### src/rtl/burst_decoder_pkg.sv
// Shared types and defaults for the burst_decoder slice.
package decoder_pkg;

  typedef enum logic [1:0] {
    ST_IDLE = 2'd0,
    ST_RUN  = 2'd1,
    ST_DONE = 2'd2
  } state_t;

  localparam int unsigned LEN_DEFAULT = 2;

  // Burst count is one bit wider than the address so a full sweep fits.
  function automatic int unsigned cw_default(input int unsigned len);
    return len + 1;
  endfunction

endpackage

### src/rtl/burst_decoder_if.sv
// Start/step handshake and select outputs of burst_decoder.
// DECODER_BROADCAST_EN adds the Bcast request line.
interface burst_decoder_if
  import decoder_pkg::*;
#(
  parameter int unsigned LEN = LEN_DEFAULT,
  parameter int unsigned CW  = cw_default(LEN)
) ();

  logic              Start;
  logic [LEN-1:0]    Dir;
  logic [CW-1:0]     Count;
  logic              Step;
  logic              Ready;
  logic              Busy;
  logic              Done;
  logic [2**LEN-1:0] Sal;
  logic [LEN-1:0]    Idx;
`ifdef DECODER_BROADCAST_EN
  logic              Bcast;

  modport master (output Start, Dir, Count, Step, Bcast,
                  input  Ready, Busy, Done, Sal, Idx);
  modport slave  (input  Start, Dir, Count, Step, Bcast,
                  output Ready, Busy, Done, Sal, Idx);
`else
  modport master (output Start, Dir, Count, Step,
                  input  Ready, Busy, Done, Sal, Idx);
  modport slave  (input  Start, Dir, Count, Step,
                  output Ready, Busy, Done, Sal, Idx);
`endif

endinterface

### src/rtl/burst_decoder_unit.sv
// Combinational LEN-to-2**LEN one-hot decoder.
module DecoderUnit #(
  parameter int unsigned LEN = 2
) (
  input  logic [LEN-1:0]    addr,
  output logic [2**LEN-1:0] sel
);

  always_comb begin
    sel       = '0;
    sel[addr] = 1'b1;
  end

endmodule

### src/rtl/burst_decoder.sv
// Burst one-hot select generator: walks Idx from Dir for Count steps.
// DECODER_BROADCAST_EN adds an all-ones single-step broadcast burst.
module burst_decoder
  import decoder_pkg::*;
#(
  parameter int unsigned LEN = LEN_DEFAULT,
  parameter int unsigned CW  = cw_default(LEN)
) (
  input logic            clk,
  input logic            rst,
  burst_decoder_if.slave bus
);

  localparam int unsigned NSEL = 2**LEN;

  state_t          state, state_n;
  logic [CW-1:0]   rem, rem_n;
  logic [LEN-1:0]  idx_n;
  logic [NSEL-1:0] pattern;
  logic [NSEL-1:0] sal_n;
`ifdef DECODER_BROADCAST_EN
  logic            bcast, bcast_n;
`endif

  // Decode the next address so Sal is registered in step with Idx.
  DecoderUnit #(.LEN(LEN)) u_dec (
    .addr (idx_n),
    .sel  (pattern)
  );

  always_ff @(posedge clk or posedge rst) begin
    if (rst) begin
      state   <= ST_IDLE;
      rem     <= '0;
      bus.Idx <= '0;
      bus.Sal <= '0;
`ifdef DECODER_BROADCAST_EN
      bcast   <= 1'b0;
`endif
    end else begin
      state   <= state_n;
      rem     <= rem_n;
      bus.Idx <= idx_n;
      bus.Sal <= sal_n;
`ifdef DECODER_BROADCAST_EN
      bcast   <= bcast_n;
`endif
    end
  end

  always_comb begin
    state_n = state;
    rem_n   = rem;
    idx_n   = bus.Idx;
`ifdef DECODER_BROADCAST_EN
    bcast_n = bcast;
`endif
    case (state)
      ST_IDLE: begin
        if (bus.Start) begin
`ifdef DECODER_BROADCAST_EN
          if (bus.Bcast) begin
            state_n = ST_RUN;
            idx_n   = '0;
            rem_n   = CW'(1);
            bcast_n = 1'b1;
          end else
`endif
          if (bus.Count == '0) begin
            state_n = ST_DONE;
          end else begin
            state_n = ST_RUN;
            idx_n   = bus.Dir;
            rem_n   = bus.Count;
`ifdef DECODER_BROADCAST_EN
            bcast_n = 1'b0;
`endif
          end
        end
      end
      ST_RUN: begin
        if (bus.Step) begin
          if (rem > CW'(1)) begin
            idx_n = bus.Idx + LEN'(1);
            rem_n = rem - CW'(1);
          end else begin
            state_n = ST_DONE;
            rem_n   = '0;
`ifdef DECODER_BROADCAST_EN
            bcast_n = 1'b0;
`endif
          end
        end
      end
      ST_DONE: state_n = ST_IDLE;
      default: state_n = ST_IDLE;
    endcase

    sal_n = (state_n == ST_RUN) ? pattern : '0;
`ifdef DECODER_BROADCAST_EN
    if (state_n == ST_RUN && bcast_n) sal_n = '1;
`endif
  end

  assign bus.Ready = (state == ST_IDLE);
  assign bus.Busy  = (state == ST_RUN);
  assign bus.Done  = (state == ST_DONE);

endmodule

### src/flat_wrapper.sv
// flat-port wrapper written by rule: the top's interface ports become plain ports
module burst_decoder_flat import decoder_pkg::*;
#(
  parameter int unsigned LEN = LEN_DEFAULT,
  parameter int unsigned CW  = cw_default(LEN)
)
  (clk, rst, bus_Start, bus_Dir, bus_Count, bus_Step, bus_Ready, bus_Busy, bus_Done, bus_Sal, bus_Idx);
  burst_decoder_if #(.LEN(LEN), .CW(CW)) bus_i ();
  input logic clk;
  input logic rst;
  input wire logic [$bits(bus_i.Start)-1:0] bus_Start;
  input wire logic [$bits(bus_i.Dir)-1:0] bus_Dir;
  input wire logic [$bits(bus_i.Count)-1:0] bus_Count;
  input wire logic [$bits(bus_i.Step)-1:0] bus_Step;
  output wire logic [$bits(bus_i.Ready)-1:0] bus_Ready;
  output wire logic [$bits(bus_i.Busy)-1:0] bus_Busy;
  output wire logic [$bits(bus_i.Done)-1:0] bus_Done;
  output wire logic [$bits(bus_i.Sal)-1:0] bus_Sal;
  output wire logic [$bits(bus_i.Idx)-1:0] bus_Idx;
  assign bus_i.Start = bus_Start;
  assign bus_i.Dir = bus_Dir;
  assign bus_i.Count = bus_Count;
  assign bus_i.Step = bus_Step;
  assign bus_Ready = bus_i.Ready;
  assign bus_Busy = bus_i.Busy;
  assign bus_Done = bus_i.Done;
  assign bus_Sal = bus_i.Sal;
  assign bus_Idx = bus_i.Idx;
  burst_decoder #(.LEN(LEN), .CW(CW)) u_core (.clk(clk), .rst(rst), .bus(bus_i));
endmodule
### config.mk
export PLATFORM = sky130hd
export DESIGN_NAME = burst_decoder_flat
export DESIGN_NICKNAME = d
export VERILOG_FILES = /design/src/rtl/burst_decoder_pkg.sv /design/src/rtl/burst_decoder_if.sv /design/src/rtl/burst_decoder_unit.sv /design/src/rtl/burst_decoder.sv /design/src/flat_wrapper.sv
export SDC_FILE = /design/constraint.sdc
export NUM_CORES = 1
export LEC_CHECK = 0
export CAP_MARGIN = 20
export CORE_ASPECT_RATIO = 1.2
export CORE_MARGIN = 3
export CORE_UTILIZATION = 30
export DETAILED_ROUTE_END_ITERATION = 7
export PLACE_DENSITY = 0.51
export SLEW_MARGIN = 20
export SYNTH_ARGS = -nofsm -noshare
export SYNTH_HDL_FRONTEND = slang
export SYNTH_SLANG_ARGS = --single-unit
### constraint.sdc
create_clock -name clk -period 2.65 [get_ports clk]
set_input_delay 0.53 -clock clk [delete_from_list [all_inputs] [get_ports clk]]
set_output_delay 0.53 -clock clk [all_outputs]
set_load 0.005 [all_outputs]
# --- Word level (Yosys, flattened, before mapping) ---
# Index checks and enable logic that the tools add are counted.
word_totals:
  word_cells: 38
  reg_bits: 11
  in_bits: 9
op_classes:
  muxes: 18
  reduce_logical: 5
  n_lt_le_gt_ge: 3
  addsub: 2
  eq_ne: 6
ops:
  columns: ["operator", "n"]
  rows:
  - ["2-bit 2-to-1 mux", 8]
  - ["3-bit 2-to-1 mux", 4]
  - ["2-bit case mux with 2 select lines", 2]
  - ["2-bit != test (second input constant)", 3]
  - ["3-bit case mux with 2 select lines", 1]
  - ["2-bit by 1-bit == test with 1-bit output (second input constant)", 2]
  - ["4-bit 2-to-1 mux", 1]
  - ["4-bit AND reduction", 1]
  - ["3-bit by 1-bit greater-than comparator with 1-bit output (second input constant)", 1]
  - ["3-bit zero test", 1]
  - ["2-bit by 3-bit less-than comparator with 1-bit output (second input constant)", 1]
  - ["3-bit by 1-bit subtractor with 3-bit output (second input constant)", 1]
  - ["2-bit by 1-bit adder with 2-bit output (second input constant)", 1]
  - ["1-bit demux with 2-bit select", 1]
  - ["2-bit == test (second input constant)", 1]
  - ["2-bit by 1-bit >= comparator with 1-bit output (second input constant)", 1]
  - ["2-bit zero test", 1]
  - ["2-bit nonzero test", 1]
  - ["1-bit logical AND", 1]
  - ["1-bit 2-to-1 mux", 1]

# --- Longest topological paths before layout ---
# Gate-level depths: netlist (run 1).
logic_depth:
  depth_word: 9
  depth_mapped: 8
  ltp_nobuf: 8

# --- Modules after synthesis ---
# Synthesis (run 1) repeated with hierarchy kept, for this count alone.
unflattened:
  cells_unflattened: 69
  area_unflattened_um2: 669.4
modules_own_cells:
  columns: ["mod", "n_inst", "area_per_inst_um2", "cells_per_inst"]
  rows:
  - ["burst_decoder", 1, 643.1, 65]
  - ["DecoderUnit", 1, 26.3, 4]

# --- Least setup slack after synthesis (run 1) ---
# OpenSTA, ideal clock, no wires.
synth_timing:
  path_type: "input-to-reg"
  from: "in bus_Count[0]"
  to: "reg u_core.rem[1]"
  setup_ns: 0.125
  path_slack_ns: 0.901
  arrival_ns: 1.625
  required_ns: 2.525
  path_stages: 4
  cell_sequence: "or3_4 and3_1 a21oi_2 mux2_2"
synth_via:
  elab_chain_cells: 3
synth_lines:
  columns: ["item", "line_no", "source"]
  rows:
  - ["start, declared", "flat_wrapper.sv:13", "input wire logic [$bits(bus_i.Count)-1:0] bus_Count;"]
  - ["3-bit zero test", "burst_decoder.sv:69", "if (bus.Count == '0) begin"]
  - ["2-bit != test (no source line)", null, null]
  - ["4-bit AND reduction (no source line)", null, null]
  - ["end signal, assigned", "burst_decoder.sv:42", "rem <= rem_n;"]
  - ["end, declared", "burst_decoder.sv:17", "logic [CW-1:0] rem, rem_n;"]
# No other way between the ends.
# A chain may end at the register's enable or synchronous reset.

# --- Worst setup path after layout (run 1) ---
layout_timing:
  from: "reg u_core.state[0]"
  to: "out bus_Busy"
layout_via:
  elab_chain_cells: 1
layout_lines:
  columns: ["item", "line_no", "source"]
  rows:
  - ["start, declared", "burst_decoder.sv:16", "state_t state, state_n;"]
  - ["start signal, assigned", "burst_decoder.sv:41", "state <= state_n;"]
  - ["2-bit by 1-bit == test with 1-bit output", "burst_decoder.sv:106", "assign bus.Busy = (state == ST_RUN);"]
  - ["end, declared", "flat_wrapper.sv:16", "output wire logic [$bits(bus_i.Busy)-1:0] bus_Busy;"]
# No other way between the ends.

==> results of run 1 <==
==> state kept, by name, summed over array words and instances, names as in the netlist <==
signal,cells
u_core.bus.Idx,2
u_core.rem,3
u_core.bus.Sal,4
u_core.state,2
==> cell usage after synthesis <==
cell and number:
a32oi_1 1, nand4b_1 1, nand3_1 2, a21o_1 1
ha_1 2, nor2_1 6, dfrtp_1 11, and3_1 1
nor3_1 3, a221oi_1 1, a211oi_2 1, mux2_2 1
or3_4 1, nand2_1 5, nand2b_1 2, buf_6 1
clkinv_2 1, nand4_1 1, o21bai_1 2, o221ai_2 1
a21oi_1 4, nor4_1 2, and2b_2 1, and4b_1 1
o21ai_0 3, or3b_2 1, a21oi_2 1, and2_1 1
o2111ai_1 1, inv_1 7, o21ba_2 1
==> cell type report <==
class | instances | share of cell area (%)
multi-input cells | 48 | 37.6
repair buffers | 17 | 19.7
inverters | 8 | 3.63
well taps | 28 | 4.06
flip-flops and latches | 11 | 31.9
clock buffers | 4 | 3.05
==> logic make-up after synthesis <==
logic type                 after synthesis  synth area share, %
AOI/OAI and AO/OA                       17                 20.3
and+or+nand+nor                         28                 24.6
muxes                                    1                 1.75
buffers and inverters                    9                 6.63
DFF                                     11                 42.9
adders and majority gates                2                 3.90
==> path summary, 6_finish.rpt <==
check / startpoint / endpoint / slack [ns] / cells past startpoint
worst max register to register: u_core.rem[0]$_DFFE_PP0P_ / u_core.bus.Sal[1]$_DFF_PP0_ / 0.90 / 7
worst max-delay path: u_core.state[0]$_DFF_PP0_ / bus_Busy / 0.47 / 3
worst min-delay path: u_core.state[1]$_DFF_PP0_ / u_core.state[1]$_DFF_PP0_ / 0.49 / 1
max in group asynchronous: rst / u_core.rem[0]$_DFFE_PP0P_ / 1.81 / 2
min in group asynchronous: rst / u_core.bus.Idx[1]$_DFF_PP0_ / 0.55 / 2
worst min register to register: u_core.state[1]$_DFF_PP0_ / u_core.state[1]$_DFF_PP0_ / 0.49 / 1
==> power breakdown <==
group          internal [µW]  switching [µW]
clock network           58.1            49.8
logic                    279             289
registers                242            67.6
==> critical path, stage by stage (launching register included) <==
cell	delay (ns)
dfrtp_1	0.44
nand2b_1	0.30
clkinv_2	0.17
clkdlybuf4s50_1	0.47
==> through the flow <==
| step | std cells | utilization (%) | area [µm²] |
|---|---|---|---|
| 2_1_floorplan | 68 | - | 642 |
| 3_3_place_gp | 112 | 43.2 | 836 |
| 3_5_place_dp | 112 | 43.2 | 836 |
| 4_1_cts | 116 | 44.5 | 862 |
| 5_1_grt | 116 | 44.5 | 862 |
| 6_report | 116 | 44.5 | 862 |
==> metal layers <==
metal,GRT usage [%],vias up,part of all wire (%)
li1,-,286,-
met1,15.8,266,47
met2,17.5,16,45
met3,4.81,0,7.8
met4,5.77,0,0
met5,0,-,0
==> flow_summary.yaml, run 1 <==
grt:
  grt_pass1_vias: 558
  grt-ovfl-total: 0
  grt_max_degree: 12
  antenna_found_initial: 0
  grt_use_total_pct: 12.3
  grt_pass1_wl_um: 2390
floorplanning:
  die_x_um: 48.2
  die_h_um: 56.7
  core-area_um2: 1940
  die_area_um2: 2730
  start_util_pct: 33.2
  rows: 17
  io_pins: 18
timing:
  setup_viol: 0
  worstMarginPinSlew_ns: 0.407
  rsz0062_at_grt: "false"
  max_slew_margin_pct: 72.9
  fmax_ghz: 0.458
  min_period_over_period_pct: 82.3
  finalHoldViolCount: 0
  fin_crit_ns: 2.18
  fin_ws_ns: 0.469
  fin_worst_skew_ns: 0.00167
  fin_worst_hold_slack_ns: 0.489
  slew_viol_final: 0
  final.setup.tns_ns: 0
final_layout:
  final_common_cell: "clkdlybuf4s50_1"
  drive_above_1_share_pct: 13.6
  num-fill-cells: 190
  antennaDiodeCount: 0
  syn_to_final_growth_pct: 34.3
  regArea_um2: 275
  multi_input_comb_area_um2: 324
  mostFrequentLayoutCells: "clkdlybuf4s50_1, dfrtp_1, inv_1"
  nets: 100
logic_synthesis:
  ys_types: 31
  yosysTopAreaCellShare_pct: 42.9
  yosysSeqAreaShare_pct: 42.9
  synth.largest_area_cell: "dfrtp_1"
  ys_ff_latch: 11
  synth_area_leaders: "dfrtp_1, inv_1, ha_1, nor2_1, a21oi_1"
  ys.warnings.count: 0
  syn-instance-count: 68
  netlist_area_um2: 642
  syn_area_per_cell_um2: 9.44
  synth_nets: 79
drt:
  drt_wl_total_um: 1400
  wire_per_inst_um: 12.1
  drc: 0
  drtAntennaViolNets: 0
  dr.pass1.iters: 4
  drt-initial-drc-count: 3
  num_vias: 568
  vias_per_cell: 4.90
critical_path:
  crit_arrival_ns: 1.65
  critical_path.max_fanout: 8
  endpoint_kind: "primary output"
  startpoint_type: "register"
  crit_type: "register to primary output"
  cp.required_ns: 2.12
clocking:
  post_cts_buffers: 0
  clock_latency_ns: 0.26
  cts_num_sinks: 11
  cts_buffers: 3
  htree_num_levels: 1
  clk_path_buf_depth: 2
  cts_root_buffer: "clkbuf_4"
  clk_pin_slew_worst_paths_ns: 0.06
  post_cts_resized: 0
  hold_buffers: 0
  cts_tree: "yes"
power:
  p_total_uw: 985
  peakVddDrop_v: 0.000563
  p_leak_uw: 0.000374
  powerDensity_nw_per_um2: 1140
outcome:
  status: "complete, no violations"
min_path:
  min_path_type: "register to register"
placed_design:
  pre_cts_slack_ns: 0.357
  dpl.hpwl_um: 1150
  gp_congestion: 0.757
  port_buffers: 17
run:
  maxCapViolations: 0
Note: power is estimated with default switching activity, not from simulation.
==> run 2: changes to the inputs <==
PLACE_DENSITY = 0.53   (was 0.51)
clock period = 1.8 ns   (was 2.65 ns; I/O delays follow)
==> run 2 against run 1 <==
Effect of this change:
- global-route usage is 1.6 points higher
- sequential power increased by 50%
- first-iteration DRC count grew to 3.3 times the previous value
- count of clock-buffer cells in the layout stayed put
- clock skew down 0.0013 ns
- wire length increased by 18%
==> flow_summary.yaml, run 2 (synthesis gave the netlist of run 1 again) <==
floorplanning:
  die_x_um: 48.2
  start_util_pct: 33.2
  die_area_um2: 2730
  rows: 17
  io_pins: 18
  core-area_um2: 1940
  die_h_um: 56.7
timing:
  max_slew_margin_pct: 71.6
  slew_viol_final: 0
  fmax_ghz: 0.581
  finalHoldViolCount: 0
  min_period_over_period_pct: 95.7
  final.setup.tns_ns: 0
  setup_viol: 0
  rsz0062_at_grt: "false"
  worstMarginPinSlew_ns: 0.425
  fin_worst_skew_ns: 0.000385
  fin_crit_ns: 1.72
grt:
  grt_pass1_vias: 642
  grt_use_total_pct: 14.0
  antenna_found_initial: 0
  grt_max_degree: 12
  grt-ovfl-total: 0
  grt_pass1_wl_um: 2730
placed_design:
  dp_cells: 124
  gp_congestion: 0.848
  port_buffers: 17
  dpl.hpwl_um: 1250
critical_path:
  startpoint_type: "input port"
  endpoint_kind: "register"
  cpMaxStageDelayCell: "clkdlybuf4s50_1"
  crit_arrival_ns: 1.88
  cp_top_family: "simple AND/OR/NAND/NOR gates"
  critical_path.max_fanout: 4
  cpPeakStageDelay_ns: 0.42
  cp_num_buf_inv: 1
  path_cells: "clkdlybuf4s50_1, or3_4, and3_1, a21oi_2, mux2_2"
  crit_type: "input port to register"
  cp.required_ns: 1.96
final_layout:
  syn_to_final_growth_pct: 57.9
  nets: 114
  top_regs: "u_core.bus.Sal (4), u_core.rem (3)"
  antennaDiodeCount: 0
  num-fill-cells: 185
  final_cells: 130
  mostFrequentLayoutCells: "clkdlybuf4s50_1, buf_4, dfrtp_1"
  regMostFlops: "u_core.bus.Sal"
  final_util_pct: 52.4
  drive_above_1_share_pct: 33.3
  largest_reg_flops: 4
min_path:
  min_path_type: "input port to asynchronous set/reset pin"
power:
  powerDensity_nw_per_um2: 1700
  p_total_uw: 1730
  p_leak_uw: 0.000465
  peakVddDrop_v: 0.000913
drt:
  vias_per_cell: 4.85
  drtAntennaViolNets: 0
  drt_wl_total_um: 1660
  drt-initial-drc-count: 10
  dr.pass1.iters: 4
  wire_per_inst_um: 12.8
  num_vias: 631
  drc: 0
outcome:
  status: "complete, no violations"
clocking:
  clk_pin_slew_worst_paths_ns: 0.07
  cts_num_sinks: 11
  clock_latency_ns: 0.27
  cts_root_buffer: "clkbuf_4"
  cts_buffers: 3
  cts_tree: "yes"
  htree_num_levels: 1
  clk_path_buf_depth: 2
run:
  maxCapViolations: 0
## run 2: cell types whose count changed in the layout (fill, tap and decap cells not counted), sizes merged
cell           before  now
buf                 0   14
clkdlybuf4s50      17   14
dlygate4sd2         0    2
dlymetal6s2s        0    1
## run 2: layout make-up
type	instances	area (µm²)	area share [%]
Timing Repair Buffer	31	275	27.2
Sequential cell	11	278	27.4
Inverter	8	31.3	3.09
Clock buffer	4	26.3	2.59
Multi-Input combinational cell	48	368	36.3
Tap cell	28	35.0	3.46
## run 2: final timing paths
kind,end,slack [ns],cells after the start,start
max,u_core.rem[1]$_DFFE_PP0P_,0.08,5,bus_Count[0]
min,u_core.rem[0]$_DFFE_PP0P_,0.38,2,rst
max reg2reg,u_core.bus.Sal[1]$_DFF_PP0_,0.13,7,u_core.rem[0]$_DFFE_PP0P_
min reg2reg,u_core.state[1]$_DFF_PP0_,0.60,2,u_core.state[1]$_DFF_PP0_
max in group asynchronous,u_core.state[1]$_DFF_PP0_,1.10,2,rst
min in group clk,u_core.state[1]$_DFF_PP0_,0.60,2,u_core.state[1]$_DFF_PP0_
## run 2: timing repair
action	in CTS	in global routing
setup endpoints to repair	3	3
pin swaps	0	3
setup buffers	2	0
hold buffers	0	0
gates resized for setup	6	8
## run 2: layer usage
| layer | up-vias | part of all wire, % | GRT usage [%] |
|---|---|---|---|
| met5 | - | 0 | 0 |
| met4 | 0 | 2.1 | 9.23 |
| met3 | 6 | 4.4 | 2.88 |
| met2 | 16 | 50 | 21.1 |
| met1 | 299 | 44 | 16.8 |
| li1 | 310 | - | - |
## run 2: through the flow
step / instance area (µm²) / setup WS (ns) / hold slack (ns)
6_report: 1010 / 0.0782 / 0.382
3_5_place_dp: 926 / -0.202 / 0.490
5_1_grt: 1010 / 0.0165 / 0.419
2_1_floorplan: 642 / 0.214 / 0.212
4_1_cts: 976 / 0.0153 / 0.386
3_3_place_gp: 926 / -0.191 / 0.478
## run 2: power by group
group | switching, µW | leakage [µW] | internal [µW] | total [µW]
clock | 81.2 | 0.0000150 | 85.9 | 167
combinational | 522 | 0.000315 | 571 | 1090
sequential | 105 | 0.000134 | 360 | 465
